## config.mk

```make
export PLATFORM = sky130hd
export DESIGN_NAME = module_errordisp_scan
export DESIGN_NICKNAME = d
export VERILOG_FILES = /design/src/rtl/module_errordisp_pkg.sv /design/src/rtl/module_hex7seg.sv /design/src/rtl/module_errordisp_scan.sv
export SDC_FILE = /design/constraint.sdc
export NUM_CORES = 1
export LEC_CHECK = 0
export CAP_MARGIN = 40
export CORE_ASPECT_RATIO = 2
export CORE_MARGIN = 5
export CORE_UTILIZATION = 45
export DETAILED_ROUTE_END_ITERATION = 7
export GPL_TIMING_DRIVEN = 0
export HOLD_SLACK_MARGIN = 0.1
export PLACE_DENSITY = 0.7
export SETUP_SLACK_MARGIN = 0.4
export SLEW_MARGIN = 20
export SYNTH_ARGS = -nofsm -noshare
export SYNTH_HDL_FRONTEND = slang
export SYNTH_SLANG_ARGS = --single-unit
```

## constraint.sdc

```tcl
create_clock -name clk -period 3.3 [get_ports clk]
set_input_delay 0.66 -clock clk [delete_from_list [all_inputs] [get_ports clk]]
set_output_delay 0.66 -clock clk [all_outputs]
set_load 0.01 [all_outputs]
```

## src/rtl/module_errordisp_pkg.sv

```systemverilog
// Shared types and segment constants for the error counter display.
// Segment vectors are ordered {g,f,e,d,c,b,a} and are active-high here;
// polarity is applied only at the top-level output registers.
package module_errordisp_pkg;

  typedef logic [6:0] seg7;

  typedef enum logic {
    ST_BLANK = 1'b0,
    ST_SHOW  = 1'b1
  } scan_state_e;

  localparam seg7 SEG_E     = 7'h79;
  localparam seg7 SEG_DASH  = 7'h40;
  localparam seg7 SEG_BLANK = 7'h00;

  // Hex digit glyphs 0..F
  localparam seg7 HEX_SEG [16] = '{
    7'h3F, 7'h06, 7'h5B, 7'h4F, 7'h66, 7'h6D, 7'h7D, 7'h07,
    7'h7F, 7'h6F, 7'h77, 7'h7C, 7'h39, 7'h5E, 7'h79, 7'h71
  };

endpackage

```

## src/rtl/module_hex7seg.sv

```systemverilog
// Combinational 4-bit to 7-segment decoder, active-high segments.
module module_hex7seg
  import module_errordisp_pkg::*;
(
  input  logic [3:0] nibble,
  output seg7        seg
);

  // Table lookup of the glyph for the nibble
  always_comb begin
    seg = HEX_SEG[nibble];
  end

endmodule

```

## src/rtl/module_errordisp_scan.sv

```systemverilog
// Saturating bit-error counter shown on a multiplexed 7-segment display.
// Lower digits show the count in hex, the top digit shows 'E' (blinking)
// once an error has been seen, or '-' otherwise.
module module_errordisp_scan
  import module_errordisp_pkg::*;
#(
  parameter int N_DIGITS       = 4,
  parameter int SCAN_DIV       = 27000,
  parameter int BLINK_DIV      = 16,
  parameter bit SEG_ACTIVE_LOW = 1'b1
)
(
  input  logic                clk,
  input  logic                rst_n,
  input  logic                bit_error,
  input  logic                clr_error,
  output logic [6:0]          disp_error,
  output logic [N_DIGITS-1:0] disp_an,
  output logic                error_flag
);

  localparam int CNT_W = 4 * (N_DIGITS - 1);
  localparam int IDX_W = (N_DIGITS > 1) ? $clog2(N_DIGITS) : 1;
  localparam int PRE_W = (SCAN_DIV > 1) ? $clog2(SCAN_DIV) : 1;
  localparam int BLK_W = (BLINK_DIV > 1) ? $clog2(BLINK_DIV) : 1;

  localparam logic [CNT_W-1:0]    CNT_MAX  = {CNT_W{1'b1}};
  localparam logic [PRE_W-1:0]    PRE_LAST = PRE_W'(SCAN_DIV - 1);
  localparam logic [IDX_W-1:0]    IDX_LAST = IDX_W'(N_DIGITS - 1);
  localparam logic [BLK_W-1:0]    BLK_LAST = BLK_W'(BLINK_DIV - 1);
  localparam logic [N_DIGITS-1:0] AN_POL   = {N_DIGITS{SEG_ACTIVE_LOW}};
  localparam logic [6:0]          SEG_POL  = {7{SEG_ACTIVE_LOW}};

  logic                edge_r;
  logic [CNT_W-1:0]    err_cnt_r;
  logic                error_flag_r;
  logic                rise_s;

  scan_state_e         state_r;
  logic [PRE_W-1:0]    presc_r;
  logic [IDX_W-1:0]    idx_r;
  logic                wrap_s;

  logic [BLK_W-1:0]    blink_cnt_r;
  logic                blink_on_r;

  logic [3:0]          nibble_s;
  seg7                 hex_seg_s;
  seg7                 seg_sel_s;
  logic [N_DIGITS-1:0] an_sel_s;

  logic [6:0]          disp_error_r;
  logic [N_DIGITS-1:0] disp_an_r;

  assign rise_s = bit_error & ~edge_r;
  assign wrap_s = (presc_r == PRE_LAST);

  // Edge detect, saturating error counter and sticky flag; clear beats a same-cycle edge
  always_ff @(posedge clk or negedge rst_n) begin
    if (!rst_n) begin
      edge_r       <= 1'b0;
      err_cnt_r    <= {CNT_W{1'b0}};
      error_flag_r <= 1'b0;
    end else begin
      edge_r <= bit_error;
      if (clr_error) begin
        err_cnt_r    <= {CNT_W{1'b0}};
        error_flag_r <= 1'b0;
      end else if (rise_s) begin
        if (err_cnt_r != CNT_MAX) begin
          err_cnt_r <= err_cnt_r + CNT_W'(1);
        end else begin
          err_cnt_r <= err_cnt_r;
        end
        error_flag_r <= 1'b1;
      end else begin
        err_cnt_r    <= err_cnt_r;
        error_flag_r <= error_flag_r;
      end
    end
  end

  // Scan FSM with prescaler and digit index: one blank cycle then show until wrap
  always_ff @(posedge clk or negedge rst_n) begin
    if (!rst_n) begin
      state_r <= ST_BLANK;
      presc_r <= {PRE_W{1'b0}};
      idx_r   <= {IDX_W{1'b0}};
    end else begin
      if (wrap_s) begin
        presc_r <= {PRE_W{1'b0}};
        idx_r   <= (idx_r == IDX_LAST) ? {IDX_W{1'b0}} : idx_r + IDX_W'(1);
      end else begin
        presc_r <= presc_r + PRE_W'(1);
        idx_r   <= idx_r;
      end
      case (state_r)
        ST_BLANK: state_r <= ST_SHOW;
        ST_SHOW:  state_r <= wrap_s ? ST_BLANK : ST_SHOW;
        default:  state_r <= ST_BLANK;
      endcase
    end
  end

  // Blink phase: toggles every BLINK_DIV full scan rounds while the flag is set
  always_ff @(posedge clk or negedge rst_n) begin
    if (!rst_n) begin
      blink_cnt_r <= {BLK_W{1'b0}};
      blink_on_r  <= 1'b1;
    end else if (!error_flag_r) begin
      blink_cnt_r <= {BLK_W{1'b0}};
      blink_on_r  <= 1'b1;
    end else if (wrap_s && (idx_r == IDX_LAST)) begin
      if (blink_cnt_r == BLK_LAST) begin
        blink_cnt_r <= {BLK_W{1'b0}};
        blink_on_r  <= ~blink_on_r;
      end else begin
        blink_cnt_r <= blink_cnt_r + BLK_W'(1);
        blink_on_r  <= blink_on_r;
      end
    end else begin
      blink_cnt_r <= blink_cnt_r;
      blink_on_r  <= blink_on_r;
    end
  end

  // Pick the counter nibble belonging to the current digit
  always_comb begin
    nibble_s = 4'h0;
    for (int i = 0; i < N_DIGITS - 1; i++) begin
      nibble_s = (idx_r == IDX_W'(i)) ? err_cnt_r[4*i +: 4] : nibble_s;
    end
  end

  module_hex7seg u_hex7seg (
    .nibble (nibble_s),
    .seg    (hex_seg_s)
  );

  // Active-high anode and segment selection for the current slot
  always_comb begin
    seg_sel_s = SEG_BLANK;
    an_sel_s  = {N_DIGITS{1'b0}};
    if (state_r == ST_SHOW) begin
      an_sel_s = {{(N_DIGITS-1){1'b0}}, 1'b1} << idx_r;
      if (idx_r == IDX_LAST) begin
        if (error_flag_r) begin
          seg_sel_s = blink_on_r ? SEG_E : SEG_BLANK;
        end else begin
          seg_sel_s = SEG_DASH;
        end
      end else begin
        seg_sel_s = hex_seg_s;
      end
    end else begin
      seg_sel_s = SEG_BLANK;
      an_sel_s  = {N_DIGITS{1'b0}};
    end
  end

  // Output registers; polarity is applied only here, reset drives everything off
  always_ff @(posedge clk or negedge rst_n) begin
    if (!rst_n) begin
      disp_an_r    <= AN_POL;
      disp_error_r <= SEG_POL;
    end else begin
      disp_an_r    <= an_sel_s ^ AN_POL;
      disp_error_r <= seg_sel_s ^ SEG_POL;
    end
  end

  assign disp_an    = disp_an_r;
  assign disp_error = disp_error_r;
  assign error_flag = error_flag_r;

endmodule

```

## Word-level counts from Yosys, hierarchy flattened

Memories as Yosys holds them, arrays and structs flattened.
Index checks and enable logic that the tools add are counted.

- Bits of input ports: 4
- Logic and storage cells: 63
- Memories: 1
- ROM bits: 112
- Output and inout port bits: 12
- Register bits: 48

Memory list:

| memory | words | width | rd ports | clocked after Yosys merged registers in | write ports | line | text |
|---|---|---|---|---|---|---|---|
| (name not given) | 16 | 7 | 1 | 0 | 0 | module_hex7seg.sv:11 | `seg = HEX_SEG[nibble];` |

- Equality and inequality tests: 8
- Muxes and demuxes: 25
- Bitwise operators: 7
- Add/sub/neg operators: 4
- $lt $le $gt $ge: 1
- Shift-type cells: 1
- Reduce and logical (&&, ||, !) cells: 6

Operators with widths:

| kind | count |
|---|---|
| $mux 7 | 6 |
| $mux 12 | 3 |
| $mux 4 | 7 |
| $add 15x1->15 const B | 1 |
| $eq 15x15->1 const B | 1 |
| $mux 15 | 1 |
| $add 12x1->12 const B | 1 |
| $ne 12x12->1 const B | 1 |
| $not 7->7 | 1 |
| $mux 1 | 6 |
| $ge 5x5->1 const B | 1 |
| $not 4->5 | 1 |
| $add 4x1->4 const B | 1 |
| $eq 2x2->1 const B | 2 |
| $eq 4x4->1 const B | 1 |
| $ne 2x1->1 const B | 2 |
| $not 4->4 | 1 |
| $reduce_and 2->1 | 2 |
| $reduce_bool 2->1 | 2 |
| $shl 1x2->4 const A | 1 |
| $not 1->1 | 3 |
| $add 2x1->2 const B | 1 |
| $eq 2x1->1 const B | 1 |
| $logic_not 2->1 | 1 |
| other kinds (4) | 4 |

## Logic depth before layout (Yosys ltp)

- Word-level depth: 11
- Mapped depth: 11
- Mapped depth without buffers: 10

## Modules after synthesis

From an unflattened synthesis, not the netlist that was laid out.

- Cell total of the unflattened synthesis: 269
- Area total of the unflattened synthesis: 2660.1 um^2

By module, submodules not included:

| module | instances | cells an instance | sequential area each (um^2) | area an instance (um^2) |
|---|---|---|---|---|
| module_errordisp_scan | 1 | 236 | 1216.2 | 2372.3 |
| module_hex7seg | 1 | 33 | 0.0 | 287.8 |

## Worst setup path before layout

Ideal clock, no wire load.

- Path kind: register to register
- Start: register idx_r[0]
- End: register disp_error_r[4], in the netlist disp_error[4]
- Arrival: 2.126 ns
- Setup time: 0.111 ns
- Buffers on the path: 1
- Stages on the path, launching flop included: 10
- Period minus slack after synthesis: 2.237 ns
- Slack: 1.063 ns
- Data required time: 3.189 ns
- Path through: dfrtp_1 > inv_1 > ha_1 > clkbuf_1 > a21oi_1 > a21oi_1 > inv_1 > ha_1 > or4_1 > o311ai_0

- Longest elaborated chain between the ends: 11
- Elaborated cells between the ends (all ways): 14
- Those cells by class: 3 x eq/ne; 7 x mux; 2 x bitwise; 1 x reduce/logical; 1 x memory

Ends and longest elaborated chain:

| what | line | text |
|---|---|---|
| from (decl) | module_errordisp_scan.sv:41 | `logic [IDX_W-1:0] idx_r;` |
| from (signal assigned) | module_errordisp_scan.sv:88 | `idx_r <= {IDX_W{1'b0}};` |
| from (signal assigned) | module_errordisp_scan.sv:92 | `idx_r <= (idx_r == IDX_LAST) ? {IDX_W{1'b0}} : idx_r + IDX_W'(1);` |
| from (signal assigned) | module_errordisp_scan.sv:95 | `idx_r <= idx_r;` |
| $logic_not 2->1 | module_errordisp_scan.sv:131 | `nibble_s = (idx_r == IDX_W'(i)) ? err_cnt_r[4*i +: 4] : nibble_s;` |
| $mux 4 (3 in series) | module_errordisp_scan.sv:131 |  |
| $not 4->5 (not written as such) | module_hex7seg.sv:11 |  |
| $mem_v2 16x7 | -- |  |
| $mux 7 (not written as such) (2 in series) | module_hex7seg.sv:11 |  |
| $mux 7 (*) | module_errordisp_scan.sv:146 | `if (idx_r == IDX_LAST) begin` |
| $mux 7 (*) | module_errordisp_scan.sv:144 | `if (state_r == ST_SHOW) begin` |
| $not 7->7 (no source line) (*) | -- |  |
| to (signal assigned) | module_errordisp_scan.sv:168 | `disp_error_r <= seg_sel_s ^ SEG_POL;` |
| to (decl) | module_errordisp_scan.sv:52 | `logic [6:0] disp_error_r;` |

Mark *: on every way between the ends. The rest lies on a longest branch, timed or not. The select of a mux whose other input is x is not followed.
A chain may end at the register's enable or synchronous reset.

## Final worst setup path

Ends and elaborated chain as after synthesis.

==> impl_results.md <==
* Worst-case clock buffer depth at 2
* Routed Antenna Nets at 0
* Number of H-tree branching levels at 2
* Worst Slack Setup Final at 758 ps
* Netlist cell types at between 50 and 60
* Final HPWL DP at 3810 microns
* IO Port Bufs at 14
* Int Pwr at ~930 uW
* Post-Layout Cell Count at around 350
* Final hold slack at ~280 ps
* Via count at roughly 2000
* Reg2reg path depth at 9
* Final setup TNS at 0 ps
* Clock net sink count at 48
* Initial DRC Count at 73
* Overall power at 1.17 mW
* Initial antenna violation count at 0
* DRC viols at 0
* Worst-path clk slew at about 60 ps
* Combinational share of power at roughly 5.5%
* Sw power at between 200 and 250 uW
* TritonRoute pass-1 iters at 4
* Mean post-synth cell area at between 9 and 10 sq um
* Starting Density at a little under half
* Post-CTS Setup Bufs at 0
* Final hold violations at 0
* Grt total ovfl at 0
* Nets@finish at 300
* DP Area at 0.00280 sq mm
* Clock latency on the worst-skew pair at between 200 and 300 ps
* Post-layout instance area at 0.00295 sq mm
* Gpl congestion at just over 0.9
* Pin count of the biggest net entering global routing at 34
* Die Ht at ~120 microns
* Post-CTS sizing at 0
* First-pass GRT wire length at between 8000 and 9000 microns
* GRT Util Overall at between 10% and 20%
* Slew @ Worst Pin at ~750 ps
* I/O pin total at 16
* Crit Path Max Fanout at 9
* # diodes at 0
* Max Cap Viol at 0
* # rows at 39
* Post-synth ARST share at 100%
* Clk Tree Root Cell: clkbuf_16
* Startpoint types: register
* Placed Cells incl. Taps at 337
* Cts bufs inserted at 5
* Worst slew margin at between 50% and 60%
* Power density cells at approximately 400 mW/mm^2
* Hold_buf cts at 0
* Yosys warns at 0
* HP Class: input pin to async pin
* Post-synth EDFFs at 0
* Cells after synthesis at 260
* Setup Skew at roughly 5 ps
* Via/cell ratio at 5.79
* Post-synthesis cell area at 0.00257 sq mm
* Area grow syn2layout at 15.1%
* Core Area at roughly 0.0056 sq mm
* Status: complete, no violations
* Critical path type: register to register
* Sequential power share at between 50% and 60%
* Part of the total power dissipated in the clock network at 43.0%
* CP endpoint kind: register
* Most common flop cell mapped by yosys: dfrtp_1
* Final setup violation count at 0
* Post-Route WL at roughly 5100 microns
* CTS tree: built
* Fmax at ~390 MHz
* Vias in the first global route at a little under 2000
* Die area at 0.00741 sq mm
* VDD IR max at roughly 0.00027 V
* Sequential-to-total area share from yosys stat at between 40 and 50%
* Syn Nets at around 280
* RSZ-0062 raised after global routing: false
* Slew Viols, Final at 0
* Fin crit share at a little under 80%
* Flops & latches, synth at 48
* Sw Ratio at approximately a fifth
* DP Worst Slack at about 700 ps
* DR WL/cell at 14.7 microns
* Req. time, crit path at roughly 3500 ps
* Chip Width at 63.4 microns
* Final core occ at 52.6%
* Fin crit period at 2540 ps
* Layout cells sized above 1 at 9.51%
* CP arrival at 2720 ps
* Leak at approximately 1.2 nW
## power groups by stage
stage / Sequential, mW / Combinational, mW / Clock, mW
floorplan: 0.617 / 0.0269 / 0
global placement: 0.614 / 0.0619 / 0
detailed placement: 0.614 / 0.0663 / 0
CTS: 0.603 / 0.0662 / 0.522
global route: 0.604 / 0.0728 / 0.554
finish: 0.603 / 0.0645 / 0.503
## path summary, 6_finish.rpt
check | start | slack, ps | end
worst max-delay path | idx_r[0] | 760 | disp_error[4]
worst min-delay path | rst_n | 280 | err_cnt_r[4]
worst max register to register | idx_r[0] | 760 | disp_error[4]
worst min register to register | presc_r[0] | 490 | presc_r[0]
max in group asynchronous | rst_n | 2450 | disp_an[3]
min in group clk | presc_r[0] | 490 | presc_r[0]
## final cells by class
type | instances | area [sq um]
fill | 486 | 2660
buffer | 8 | 32.5
tap | 61 | 76.3
multi-input combinational | 190 | 1270
clock inverter | 1 | 7.51
inverter | 14 | 52.6
timing repair buffer | 16 | 160
sequential | 48 | 1220
clock buffer | 7 | 143
## critical path, stage by stage (launching register included)
cell and delay, ps:
dfrtp_1 400, inv_1 120, ha_1 150, clkbuf_1 270
a21oi_1 70, a21oi_1 410, inv_1 180, ha_1 240
or4_1 490, o311ai_0 110
## cells in the mapped netlist (3+ instances only)
| cell type | n | area (sq um) |
|---|---|---|
| nand3b_1 | 4 | 30.0 |
| nor3_1 | 3 | 15.0 |
| dfstp_2 | 12 | 315 |
| nor2b_1 | 5 | 31.3 |
| mux2i_1 | 6 | 60.1 |
| nand4_1 | 8 | 50.1 |
| clkbuf_1 | 6 | 22.5 |
| nand3_1 | 12 | 60.1 |
| ha_1 | 13 | 163 |
| dfrtp_1 | 36 | 901 |
| xor2_1 | 4 | 35.0 |
| or3_1 | 7 | 43.8 |
| a211oi_1 | 3 | 22.5 |
| nor2_1 | 15 | 56.3 |
| or4_1 | 3 | 22.5 |
| a31oi_1 | 3 | 18.8 |
| o311ai_0 | 3 | 26.3 |
| o21ai_0 | 9 | 45.0 |
| a21boi_0 | 3 | 22.5 |
| nand2_1 | 21 | 78.8 |
| o211ai_1 | 3 | 22.5 |
| o21ai_1 | 3 | 15.0 |
| a21oi_1 | 19 | 95.1 |
| inv_1 | 14 | 52.6 |
| nor4_1 | 4 | 25.0 |
| xnor2_1 | 6 | 52.6 |
## logic make-up (layout without fill, tap and decap cells)
logic type                 Yosys count  count (layout)  share of synthesized area, %
buffers and inverters               22              46                          3.31
AOI/OAI and AO/OA                   63              63                          15.9
DFF                                 48              48                          47.4
muxes                                8               8                          3.22
and+or+nand+nor                     96              96                          20.4
adders and majority gates           13              13                          6.34
xor gates and xnor gates            10              10                          3.41
## cells in the final DEF (no fill, tap or decap), types with 4 or more instances in the layout
master / n
a21oi_1: 19
buf_2: 4
clkbuf_1: 7
clkbuf_16: 5
clkdlybuf4s50_1: 13
dfrtp_1: 36
dfstp_2: 12
ha_1: 13
inv_1: 14
mux2i_1: 6
nand2_1: 21
nand3_1: 12
nand3b_1: 4
nand4_1: 8
nor2_1: 15
nor2b_1: 5
nor4_1: 4
o21ai_0: 9
or3_1: 7
xnor2_1: 6
xor2_1: 4
## routing by layer
metal | routed length, microns | vias up | GRT usage [%]
met3 | 164 | 9 | 3.34
met1 | 2200 | 954 | 18.3
li1 | - | 1003 | -
met4 | 97 | 0 | 6.66
met2 | 2630 | 32 | 24.9
met5 | 0 | - | 0
## registers in the layout, indices dropped and copies added (netlist names)
name / count
presc_r: 15
state_r: 1
disp_error: 7
err_cnt_r: 12
blink_on_r: 1
disp_an: 4
blink_cnt_r: 4
error_flag: 1
idx_r: 2
edge_r: 1
Note: power is estimated with default switching activity, not from simulation.
